File: config.mk
export PLATFORM = sky130hd
export DESIGN_NAME = gba_dma_trigger_sched
export DESIGN_NICKNAME = d
export VERILOG_FILES = /design/src/rtl/gba_dma_pkg.sv /design/src/rtl/gba_dma_prio_enc.sv /design/src/rtl/gba_dma_trigger_sched.sv
export SDC_FILE = /design/constraint.sdc
export NUM_CORES = 1
export LEC_CHECK = 0
export BUFFER_PORTS_ARGS = -buffer_cell sky130_fd_sc_hd__buf_2
export CAP_MARGIN = 20
export CORE_MARGIN = 2
export CORE_UTILIZATION = 35
export CTS_BUF_LIST = sky130_fd_sc_hd__clkbuf_16
export CTS_CLUSTER_DIAMETER = 200
export DETAILED_ROUTE_END_ITERATION = 8
export GPL_TIMING_DRIVEN = 0
export PLACE_DENSITY_LB_ADDON = 0.08
export SETUP_SLACK_MARGIN = 0.1
export SLEW_MARGIN = 20
export SYNTH_ARGS = -nofsm -noshare
export SYNTH_HDL_FRONTEND = slang
export SYNTH_SLANG_ARGS = --single-unit
File: constraint.sdc
create_clock -name mclk -period 2.95 [get_ports mclk]
set_clock_uncertainty 0.1 [all_clocks]
set_input_delay 0.59 -clock mclk [delete_from_list [all_inputs] [get_ports mclk]]
set_output_delay 0.59 -clock mclk [all_outputs]
set_load 0.005 [all_outputs]
File: src/rtl/gba_dma_pkg.sv
// rtl/gba_dma_pkg.sv - shared timing-mode constants and scheduler state type
package gba_dma_pkg;

  localparam logic [1:0] TIMING_IMMEDIATE = 2'd0;
  localparam logic [1:0] TIMING_VBLANK    = 2'd1;
  localparam logic [1:0] TIMING_HBLANK    = 2'd2;
  localparam logic [1:0] TIMING_SPECIAL   = 2'd3;

  typedef enum logic [1:0] {
    IDLE = 2'd0,
    REQ  = 2'd1,
    RUN  = 2'd2
  } state_t;

endpackage

File: src/rtl/gba_dma_prio_enc.sv
// rtl/gba_dma_prio_enc.sv - fixed-priority select, lowest index wins
module gba_dma_prio_enc (
  input  logic [3:0] req,
  output logic [1:0] idx,
  output logic       valid
);

  // Scan from the top so the lowest set bit is the last one written.
  always_comb begin
    idx   = 2'd0;
    valid = 1'b0;
    for (int i = 3; i >= 0; i--) begin
      if (req[i]) begin
        idx   = i[1:0];
        valid = 1'b1;
      end
    end
  end

endmodule

File: src/rtl/gba_dma_trigger_sched.sv
// rtl/gba_dma_trigger_sched.sv - DMA trigger capture, pending flags and request handshake
module gba_dma_trigger_sched
  import gba_dma_pkg::*;
#(
  parameter int NCH        = 4,
  parameter int CAPTURE_CH = 3
) (
  input  logic             mclk,
  input  logic             reset,
  input  logic [NCH-1:0]   ch_enable,
  input  logic [2*NCH-1:0] ch_timing,
  input  logic             hblank_trigger,
  input  logic             vblank_trigger,
  input  logic             videodma_start,
  input  logic             videodma_stop,
  input  logic [1:0]       sound_fifo_req,
  output logic             dma_req,
  output logic [1:0]       dma_ch,
  input  logic             dma_ack,
  input  logic             dma_done,
  output logic [NCH-1:0]   pending,
  output logic             busy,
  output logic             capture_stop
);

  state_t         state;
  logic [NCH-1:0] en_q;
  logic [NCH-1:0] pending_next;
  logic           stop_ev;
  logic           ack_ok;
  logic [1:0]     grant_idx;
  logic           grant_valid;

  gba_dma_prio_enc u_prio (
    .req   (pending),
    .idx   (grant_idx),
    .valid (grant_valid)
  );

  assign stop_ev = videodma_stop && (ch_timing[2*CAPTURE_CH +: 2] == TIMING_SPECIAL);
  assign ack_ok  = (state == REQ) && dma_ack && ch_enable[dma_ch];

  // A set event outranks the ack/stop clear; a disabled channel always clears.
  always_comb begin
    logic [1:0] tm;
    logic       ev;
    logic       keep;
    pending_next = '0;
    tm   = 2'd0;
    ev   = 1'b0;
    keep = 1'b0;
    for (int n = 0; n < NCH; n++) begin
      tm = ch_timing[2*n +: 2];
      case (tm)
        TIMING_IMMEDIATE: ev = !en_q[n];
        TIMING_VBLANK:    ev = vblank_trigger;
        TIMING_HBLANK:    ev = hblank_trigger;
        default:          ev = (n == 1 && sound_fifo_req[0]) ||
                               (n == 2 && sound_fifo_req[1]) ||
                               (n == CAPTURE_CH && n != 0 && videodma_start);
      endcase
      keep = pending[n] && !(ack_ok && dma_ch == n[1:0]) && !(stop_ev && n == CAPTURE_CH);
      pending_next[n] = ch_enable[n] && (keep || ev);
    end
  end

  always_ff @(posedge mclk) begin
    if (reset) begin
      state        <= IDLE;
      dma_req      <= 1'b0;
      dma_ch       <= 2'd0;
      busy         <= 1'b0;
      capture_stop <= 1'b0;
      pending      <= '0;
      en_q         <= '0;
    end else begin
      en_q         <= ch_enable;
      pending      <= pending_next;
      capture_stop <= stop_ev;
      case (state)
        IDLE: begin
          if (grant_valid) begin
            dma_ch  <= grant_idx;
            dma_req <= 1'b1;
            busy    <= 1'b1;
            state   <= REQ;
          end
        end
        REQ: begin
          // Channel disabled under us: withdraw without waiting for an ack.
          if (!ch_enable[dma_ch]) begin
            dma_req <= 1'b0;
            busy    <= 1'b0;
            state   <= IDLE;
          end else if (dma_ack) begin
            dma_req <= 1'b0;
            state   <= RUN;
          end
        end
        RUN: begin
          if (dma_done) begin
            busy  <= 1'b0;
            state <= IDLE;
          end
        end
        default: begin
          dma_req <= 1'b0;
          busy    <= 1'b0;
          state   <= IDLE;
        end
      endcase
    end
  end

endmodule
# Word-level counts from Yosys, hierarchy flattened
# Index checks and enable logic that the tools add are counted.
[word_totals]
latch_bits = 0
mem_count = 0
out_inout_bits = 9
reg_bits = 15
mem_bits_ro = 0
ramBits = 0
[classes]
reduce_logical = 39
n_bitwise = 1
n_div = 0
add_sub_neg = 0
multipliers = 0
n_lt_le_gt_ge = 1
mux = 26
n_shift = 0
eq_ne = 18
[op_table]
columns = ["operator", "n"]
rows = [
  ["case mux 1 bit (3 select lines)", 6],
  ["equality test 2 bit (second input constant)", 8],
  ["logical AND 1 bit", 16],
  ["two-way mux 2 bit", 8],
  ["equality test 2 x 1 -> 1 bit (second input constant)", 6],
  ["logical NOT 2 bit", 6],
  ["two-way mux 1 bit", 10],
  ["logical NOT 1 bit", 9],
  ["AND reduction 3 bit", 3],
  ["!= test 2 bit (second input constant)", 3],
  ["case mux 2 bit (3 select lines)", 1],
  ["logical OR 1 bit", 4],
  ["less-than comparator 2 x 3 -> 1 bit (second input constant)", 1],
  ["!= test 3 bit (second input constant)", 1],
  ["binary-select mux 1 bit (select 2 bit)", 1],
  ["AND reduction 2 bit", 1],
  ["NOT 1 bit", 1],
]

# Depth between registers and ports, before layout
[depth]
depth_word = 9
depth_mapped = 4

# Cells and area by module
# A second synthesis with hierarchy kept.
[unflattened]
hier_cells = 79
area_unflattened_um2 = 769.5
[modules_own_cells]
columns = ["module", "cells_per_inst", "seq_area_each_um2", "area_per_inst_um2", "n_inst"]
rows = [
  ["gba_dma_trigger_sched", 72, 300.3, 734.5, 1],
  ["gba_dma_prio_enc", 7, 0.0, 35.0, 1],
]

# Least setup slack after synthesis
# Ideal clock, no wire load.
[synth_path]
path_kind = "input -> register"
from = "in ch_enable[1]"
to = "reg state[1]"
slack_ps = 1403
arrival_ps = 1315
setup_time_ps = 132
path_stages = 3
n_path_buf = 0
required_ps = 2718
path_cell_list = "mux4_1 > or3b_1 > a21oi_1"
[synth_between]
elab_chain_cells = 4
word_cells_on_any_way = 6
classes_between = "1 x eq/ne; 4 x mux; 1 x reduce/logical"
[synth_lines]
columns = ["element", "line", "rtl"]
rows = [
  ["start: declaration", "gba_dma_trigger_sched.sv:10", "input logic [NCH-1:0] ch_enable,"],
  ["binary-select mux 1 bit (select 2 bit) (*)", "gba_dma_trigger_sched.sv:91", "if (!ch_enable[dma_ch]) begin"],
  ["two-way mux 1 bit (not written as such) (*)", "gba_dma_trigger_sched.sv:91", ""],
  ["!= test 3 bit (no source line) or two-way mux 2 bit (tied branches)", "n/a", ""],
  ["AND reduction 3 bit (no source line) or case mux 2 bit (3 select lines) (tied branches)", "n/a", ""],
  ["end signal: assignment", "gba_dma_trigger_sched.sv:94", "state <= IDLE;"],
  ["end signal: assignment", "gba_dma_trigger_sched.sv:97", "state <= RUN;"],
  ["end signal: assignment", "gba_dma_trigger_sched.sv:103", "state <= IDLE;"],
  ["end: declaration", "gba_dma_trigger_sched.sv:26", "state_t state;"],
]
# Mark *: on every way between the ends. The rest lies on a longest branch, timed or not. The select of a mux whose other input is x is not followed.
# A chain may end at the register's enable or synchronous reset.

# Worst setup path after layout
[layout_path]
from = "reg dma_ch[0]"
to = "reg state[1]"
[layout_between]
elab_chain_cells = 4
word_cells_on_any_way = 6
classes_between = "1 x eq/ne; 4 x mux; 1 x reduce/logical"
[layout_lines]
columns = ["element", "line", "rtl"]
rows = [
  ["start: declaration", "gba_dma_trigger_sched.sv:18", "output logic [1:0] dma_ch,"],
  ["start signal: assignment", "gba_dma_trigger_sched.sv:83", "dma_ch <= grant_idx;"],
  ["binary-select mux 1 bit (select 2 bit) (*)", "gba_dma_trigger_sched.sv:91", ""],
  ["two-way mux 1 bit (not written as such) (*)", "gba_dma_trigger_sched.sv:91", ""],
  ["!= test 3 bit (no source line) or two-way mux 2 bit (tied branches)", "n/a", ""],
  ["AND reduction 3 bit (no source line) or case mux 2 bit (3 select lines) (tied branches)", "n/a", ""],
]
# Marked as above.

==> metrics.txt <==
Mapped Cells 70; most used routing layer met2; r2r worst-path depth 3; pre-CTS WS ~1200 ps; clk root buf clkbuf_16; commonest non-fill, non-tap cells in the layout 30 x buf_2, 15 x dfxtp_1, 10 x inv_1; Fmax approximately 650 MHz; Syn Nets 92; initial antenna violation count 0; fillers ~210; Die X about 49 µm; CP endpoint kind register; RD Place Congestion slightly below 0.8; Hold Path End dma_req; initial core utilization 0.361; post-route ant nets 0; global-route wire length before repair about 2.6 mm; via count approximately 640; Port-buffer cells 30; GR Layer Usage met2 0.234; worst vdd ir around 0.23 mV; fin crit period 1540 ps; Final Cell Area approximately 960 µm²; Synth cell types 27; Seq/Total Area, Yosys 0.433; # clock sinks 15; critical path startpoint category register; gr ovfl total 0; Reg area 300 µm²; WL/cell ~11 µm; crit path max fanout 5; diodes inserted 0; worst-margin pin slew about 540 ps; placed inst area a little under 900 µm²; Tot Pwr between 0.5 and 0.6 mW; Post-CTS Resized 0; async set-reset flop share out of synthesis 0; met1 usage 0.182; Hold Violations, Final 0; FF-to-FF setup slack approximately 1400 ps; postcts setup bufs 0; P_leak about 0.44 nW; CTS H-tree depth 1; Vias/cell approximately 4.9; vias in the first global route 615; multi-input logic area roughly 350 µm²; mean post-synth cell area about 9.9 µm²; met3 usage 0.0401; Setup TNS 0 ps; DIE AREA between 2000 and 2500 µm²; CP required just under 3000 ps; layout cells sized above 1 0.365; Worst Hold Launch dma_req; CTS tree yes; Synth Register Bits 15; clk slew on worst S/H paths approximately 50 ps; WHS Path Cells 2; RSZ-0062 raised after global routing false; Crit path arrival time ~1600 ps; crit share post-route 0.523; YS warnings 0; final core utilization 0.497; R2R Path End state[1]; Die H a little under 50 µm; commonest non-fill, non-tap cell in the layout buf_2; WL final about 1.5 mm; CTS Hold Buffers Added 0; Num CTS Buffers 3; Worst Hold Class register to register; drt first-iter violations 13; GRT Util Overall 0.144; Layout area overhead 37.9%; worst flop-to-flop path startpoint dma_ch[0]; pwr/cell area approximately 600 nW/µm²; fin worst setup slack 1410 ps; Clk Latency, worst-skew pair between 200 and 250 ps; Slew Limit Fails 0; DR DRC count 0; largest net degree at the start of global routing 11; kind of critical path register to register; max cap viols 0; Post-Syn Area between 600 and 700 µm²; CTS Buffer Depth 2; Ports 31; EDFF count, synth 0; endpoints failing setup 0; status completed; ys flop type dfxtp_1; dpl hpwl around 1.2 mm; Slew HR 0.633; row count 16; Core Region a little under 2000 µm²; Nets 127; 1st-pass router iterations 4
-- per-layer routing --
layer	up-vias	wire, µm
met2	22	684
met1	287	708
met5	-	0
met3	2	88
met4	0	11
li1	326	-
-- metrics by stage --
step | cells | hold slack [ps]
2_1_floorplan | 70 | 363
3_3_place_gp | 127 | 357
3_5_place_dp | 127 | 370
4_1_cts | 131 | 376
5_1_grt | 131 | 387
6_report | 131 | 366
-- how the worst max path moves through the flow --
stage,startpoint,end,slack [ps],cells after the start
6_report,dma_ch[0],state[1],1410,3
3_5_place_dp,ch_enable[1],state[1],1220,4
5_1_grt,dma_ch[0],state[1],1300,3
3_3_place_gp,ch_enable[1],state[1],1210,4
2_1_floorplan,ch_enable[1],state[1],1400,3
4_1_cts,dma_ch[0],state[1],1390,3
-- kinds of logic after synthesis --
kind of cell	share of synthesized area
muxes	0.135
buffers and inverters	0.0614
and+or+nand+nor	0.171
AOI/OAI and AO/OA	0.199
DFF	0.433
-- cells in the mapped netlist (2+ instances only) --
master,count,area (µm²)
inv_1,9,33.8
dfxtp_1,15,300
mux4_2,3,67.6
nand3b_1,3,22.5
a221oi_1,2,17.5
nand2_1,4,15.0
nor2b_1,4,25.0
o41ai_1,3,26.3
a21boi_0,3,22.5
nor2_1,4,15.0
a21oi_1,3,15.0
o21ai_0,2,10.0
-- power breakdown --
part / leakage [nW] / switching [mW] / internal (mW) / total, mW
clock: 0.0423 / 0.0752 / 0.179 / 0.254
combinational: 0.273 / 0.0360 / 0.0469 / 0.0830
sequential: 0.124 / 0.0160 / 0.220 / 0.236
-- sequential cells by signal, indices dropped and copies added, names as in the netlist --
register      count
pending           4
state             2
en_q              4
capture_stop      1
dma_req           1
dma_ch            2
busy              1
-- final cells by class --
cell class / count / area share
clock buffer: 3 / 0.0785
timing repair buffer: 30 / 0.157
tap: 27 / 0.0353
buffer: 2 / 0.00916
sequential: 15 / 0.314
multi-input combinational: 44 / 0.366
clock inverter: 1 / 0.00393
inverter: 9 / 0.0353
-- critical path, cell delays in order (launching register included) --
cell and delay [ps]:
dfxtp_1 430, mux4_1 640, or3b_1 190, a21oi_1 50
No activity file was read; power rests on OpenSTA's default activity.
